## src/rtl/serial_arith_pkg.sv

```systemverilog
// Shared definitions for the bit-serial arithmetic blocks:
// FSM state encoding and a constant-evaluable ceil(log2) helper.
package serial_arith_pkg;

  typedef enum logic [1:0] {
    ST_IDLE = 2'd0,
    ST_RUN  = 2'd1,
    ST_DONE = 2'd2
  } state_t;

  // ceil(log2(n)), at least 1 so a counter never collapses to 0 bits
  function automatic int clog2(input int n);
    int r;
    r = 1;
    for (int i = 1; i < 31; i++) begin
      if ((1 << i) < n) r = i + 1;
    end
    return r;
  endfunction

endpackage

```

## src/rtl/full_subtractor_bit.sv

```systemverilog
// One-bit full subtractor: d = a - b - bin, bout = borrow out.
// Ports: a, b, bin (in); d, bout (out). Pure combinational.
module full_subtractor_bit (
  input  logic a,
  input  logic b,
  input  logic bin,
  output logic d,
  output logic bout
);

  logic d1;
  logic b1;
  logic b2;

  // first half-subtractor: a - b
  assign d1 = a ^ b;
  assign b1 = ~a & b;

  // second half-subtractor: (a - b) - bin
  assign d  = d1 ^ bin;
  assign b2 = ~d1 & bin;

  assign bout = b1 | b2;

endmodule

```

## src/rtl/serial_subtractor.sv

```systemverilog
// Bit-serial WIDTH-bit subtractor, diff = a - b, LSB first.
// Ports: clk, rst_n (sync, active-low), start, a, b in;
//        busy, done (1-cycle pulse), diff, bout (final borrow) out.
module serial_subtractor
  import serial_arith_pkg::*;
#(
  parameter int WIDTH = 8
) (
  input  logic             clk,
  input  logic             rst_n,
  input  logic             start,
  input  logic [WIDTH-1:0] a,
  input  logic [WIDTH-1:0] b,
  output logic             busy,
  output logic             done,
  output logic [WIDTH-1:0] diff,
  output logic             bout
);

  localparam int CW = clog2(WIDTH);
  localparam logic [CW-1:0] CNT_LAST = CW'(WIDTH - 1);

  state_t           state_q, state_d;
  logic [WIDTH-1:0] a_sr_q, a_sr_d;
  logic [WIDTH-1:0] b_sr_q, b_sr_d;
  logic [WIDTH-1:0] diff_q, diff_d;
  logic [CW-1:0]    cnt_q, cnt_d;
  logic             br_q, br_d;
  logic             bout_q, bout_d;
  logic             busy_q, busy_d;
  logic             done_q, done_d;

  logic d_bit;
  logic bo_bit;

  full_subtractor_bit u_cell (
    .a    (a_sr_q[0]),
    .b    (b_sr_q[0]),
    .bin  (br_q),
    .d    (d_bit),
    .bout (bo_bit)
  );

  always_comb begin
    state_d = state_q;
    a_sr_d  = a_sr_q;
    b_sr_d  = b_sr_q;
    diff_d  = diff_q;
    cnt_d   = cnt_q;
    br_d    = br_q;
    bout_d  = bout_q;
    busy_d  = busy_q;
    done_d  = 1'b0;
    unique case (state_q)
      ST_IDLE: begin
        busy_d = 1'b0;
        if (start) begin
          state_d = ST_RUN;
          a_sr_d  = a;
          b_sr_d  = b;
          diff_d  = '0;
          cnt_d   = '0;
          br_d    = 1'b0;
          bout_d  = 1'b0;
          busy_d  = 1'b1;
        end
      end
      ST_RUN: begin
        busy_d = 1'b1;
        // result enters at the MSB and walks down to bit 0
        diff_d = {d_bit, diff_q[WIDTH-1:1]};
        a_sr_d = a_sr_q >> 1;
        b_sr_d = b_sr_q >> 1;
        br_d   = bo_bit;
        cnt_d  = cnt_q + CW'(1);
        if (cnt_q == CNT_LAST) begin
          state_d = ST_DONE;
          bout_d  = bo_bit;
          done_d  = 1'b1;
        end
      end
      ST_DONE: begin
        state_d = ST_IDLE;
        busy_d  = 1'b0;
      end
      default: begin
        state_d = ST_IDLE;
        busy_d  = 1'b0;
      end
    endcase
  end

  always_ff @(posedge clk) begin
    if (!rst_n) begin
      state_q <= ST_IDLE;
      a_sr_q  <= '0;
      b_sr_q  <= '0;
      diff_q  <= '0;
      cnt_q   <= '0;
      br_q    <= 1'b0;
      bout_q  <= 1'b0;
      busy_q  <= 1'b0;
      done_q  <= 1'b0;
    end else begin
      state_q <= state_d;
      a_sr_q  <= a_sr_d;
      b_sr_q  <= b_sr_d;
      diff_q  <= diff_d;
      cnt_q   <= cnt_d;
      br_q    <= br_d;
      bout_q  <= bout_d;
      busy_q  <= busy_d;
      done_q  <= done_d;
    end
  end

  assign busy = busy_q;
  assign done = done_q;
  assign diff = diff_q;
  assign bout = bout_q;

endmodule

```

## config.mk

```make
export PLATFORM = sky130hd
export DESIGN_NAME = serial_subtractor
export DESIGN_NICKNAME = d
export VERILOG_FILES = /design/src/rtl/serial_arith_pkg.sv /design/src/rtl/full_subtractor_bit.sv /design/src/rtl/serial_subtractor.sv
export SDC_FILE = /design/constraint.sdc
export NUM_CORES = 1
export LEC_CHECK = 0
export CAP_MARGIN = 20
export CORE_MARGIN = 5
export CORE_UTILIZATION = 48
export DETAILED_ROUTE_END_ITERATION = 10
export PLACE_DENSITY = 0.77
export SETUP_SLACK_MARGIN = 0.1
export SYNTH_ARGS = -nofsm -noshare
export SYNTH_HDL_FRONTEND = slang
export SYNTH_SLANG_ARGS = --single-unit
```

## constraint.sdc

```tcl
create_clock -name clk -period 1.3 [get_ports clk]
set_input_delay 0.195 -clock clk [delete_from_list [all_inputs] [get_ports clk]]
set_output_delay 0.195 -clock clk [all_outputs]
set_load 0.01 [all_outputs]
```

==> key figures <==
Synth
  – Synthesized area per cell: 9.73 sq um
  – Cell Area, Synth: 1330 sq um
  – Leading cell type by number of instances after synthesis: dfxtp_1
  – Post-synth top area share: ~50%
  – Post-synth ARST share: 0%
  – Sequential area share after synthesis: 49.6%
  – Top cells by count, synth: dfxtp_1, o21ai_0, a21oi_1
  – Leading cell types by total area after synthesis: dfxtp_1, nor2b_1, a22oi_1
  – Netlist cell types: 27
  – Most used flip-flop cell after synthesis: dfxtp_1
  – YS warnings: 0
  – Flip-flop and latch count after synthesis: 33
  – Synthesized netlist cell count: 137
  – Post-Synthesis Net Count: between 150 and 200
  – Number of synthesized flops with an enable pin: 0
  – Biggest area consumer among synthesized cells: dfxtp_1

Clocking
  – Clock root buffer: clkbuf_4
  – Number of hold buffers added after cts: 0
  – TritonCTS clock tree: built
  – Number of H-tree branching levels: 2
  – TritonCTS Buffers: 5
  – Clock insertion delay at the later pin of the skew report: 0.34 ns
  – # clock sinks: 33
  – Clock transition at the registers of the reported paths: 0.10 ns
  – Maximum number of buffers from clock root to sink: 2

Power
  – Final total power: 2050 uW
  – Leakage power: 0.000689 uW
  – Worst IR drop on VDD: 1.12 mV
  – Ratio of total power to cell area: 1160 nW/um^2

Timing
  – Final critical-path setup slack: between 0.09 and 0.1 ns
  – Worst slew pin tran: 0.317 ns
  – Final hold violation count: 0
  – Relative slew slack: 78.8%
  – Endpoints failing setup: 0
  – Max Slew Vio Count: 0
  – Minimum period implied by the final worst setup slack: 1.20 ns
  – Period utilisation layout: 92.5%
  – Setup repair after global routing missed its margin: yes
  – Maximum clock rate: 831 MHz
  – Max Clock Skew: 0.00316 ns
  – Total negative slack: 0 ns

Final layout
  – Multi-input gate area in the final layout: 612 sq um
  – Non-filler cells, final: ~210
  – Storage cell area: 668 sq um
  – Ratio of cells with drive above 1 in the final layout: 18.9%
  – Fill cell instance count of the final layout: ~220
  – Area delta synth->final: 32.3%
  – Number of nets in the finished design: 196
  – Total inserted antenna cells: 0

Route
  – Router iterations before antenna repair: 4
  – Number of vias after detailed routing: 1147
  – Remaining antenna violation count: 0
  – Detail-routed net length per standard cell: 13.8 um
  – Drt total wl: 2850 um
  – Detailed Route Iter0 Violations: 37
  – Remaining design rule violation count: 0
  – Via density per instance: between 5 and 6

Global route
  – First-pass GRT wire length: about 5000 um
  – Global-route usage over all layers: between 10% and 20%
  – Largest net degree at the start of global routing: 18
  – Antenna violations before repair: 0
  – Number of global-route vias before repair: ~1200
  – Remaining Overflow, GRT: 0

Critical path
  – Signal arrival time at the worst endpoint: ~1.4 ns
  – Startpoint class of the critical path: flip-flop
  – Largest fanout on the critical path: 2
  – Required arrival time at the worst endpoint: 1.54 ns
  – Nature of the critical path endpoint: flip-flop
  – Type of the setup path with the least slack: reg2reg

Floorplanning
  – I/O pin total: 30
  – Core Region: 2710 sq um
  – Number of rows created at floorplan: 19
  – Vertical die dimension: approximately 63 um
  – Effective utilization at floorplan: 49.2%
  – Horizontal die dimension: 62.7 um
  – Die Area: ~3900 sq um

Placement
  – Port Buffer Count: 29
  – Worst slack at placement: -0.275 ns
  – Final HPWL from detailed placement: 2040 um
  – Total instance count after detailed placement: 197
  – Gp weighted congestion: 0.841

Run status
  – Run status: finished clean

Min path
  – Tightest Hold Check Type: in2reg

Run
  – Count of maximum capacitance violations: 0
[cells by family (layout without fill, tap and decap cells)]
kind of cell,Yosys count,count (layout),share of synthesized area (%)
AO/OA/AOI/OAI,61,61,28.6
multiplexers,1,1,0.751
AND/OR/NAND/NOR,26,26,12.0
buffers and inverters,13,51,5.63
flip-flops,33,33,49.6
adder cells (fa/ha/maj),3,3,3.38
[power breakdown]
group | total [uW] | switching (uW) | internal, uW
Clock | 664 | 351 | 313
Combinational | 286 | 129 | 157
Sequential | 1100 | 33.3 | 1070
[layout make-up]
cell class | count | area share, %
clock buffers | 7 | 3.69
inverters | 4 | 0.852
repair buffers | 39 | 20.4
flip-flops and latches | 33 | 37.9
multi-input cells | 91 | 34.7
well taps | 31 | 2.20
clock inverters | 1 | 0.284
[metal layers]
metal,GRT usage (%),share of wire (%),vias up
li1,-,-,572
met1,17.8,45,541
met2,25.9,48,30
met3,6.83,5.7,4
met4,6.37,1.3,0
met5,0,0,-
[final timing paths]
kind              from   endpoint  slack, ns  cells past startpoint
min               b[1]  b_sr_q[1]       0.49                      3
max               br_q    diff[7]        0.1                      4
min reg2reg  a_sr_q[7]  a_sr_q[7]       0.51                      2
max reg2reg       br_q    diff[7]        0.1                      4
[state kept, by name, indices dropped and copies added, names as in the netlist]
signal,count
busy,1
diff,8
a_sr_q,8
state_q,2
br_q,1
b_sr_q,8
bout,1
cnt_q,3
done,1
[cell usage in the layout (no fill, tap or decap), types with 2 or more instances in the layout]
| master | count |
|---|---|
| nand2_1 | 2 |
| clkbuf_8 | 2 |
| nor2b_1 | 14 |
| clkbuf_2 | 3 |
| buf_4 | 9 |
| inv_1 | 4 |
| clkdlybuf4s15_1 | 5 |
| clkbuf_4 | 5 |
| and3_1 | 3 |
| o21ai_1 | 2 |
| nor2_1 | 2 |
| dfxtp_2 | 6 |
| clkdlybuf4s50_1 | 18 |
| a22oi_1 | 11 |
| dlygate4sd2_1 | 3 |
| dfxtp_1 | 27 |
| a21oi_1 | 15 |
| o21ai_0 | 14 |
| o22ai_1 | 13 |
[through the flow]
| step | instance area, sq um | hold slack (ns) | utilization (%) |
|---|---|---|---|
| after CTS | 1740 | 0.481 | 64.3 |
| after global placement | 1670 | 0.487 | 61.6 |
| after global routing | 1760 | 0.492 | 65.1 |
| final | 1760 | 0.491 | 65.1 |
| after floorplan | 1330 | 0.342 | - |
| after detailed placement | 1670 | 0.494 | 61.6 |
[worst max-delay path: stages (launching register included)]
cell     delay [ns]
dfxtp_2        0.35
fa_1           0.53
inv_1          0.04
a22oi_1        0.13
nor2b_1        0.07
[what timing repair did]
item	4_1_cts	5_1_grt
setup endpoints to repair	24	32
pin swaps	1	1
gates cloned	0	0
gates resized for setup	17	16
setup buffers	0	1
endpoints found under the hold margin	0	0
(Power assumes the default switching activity.)
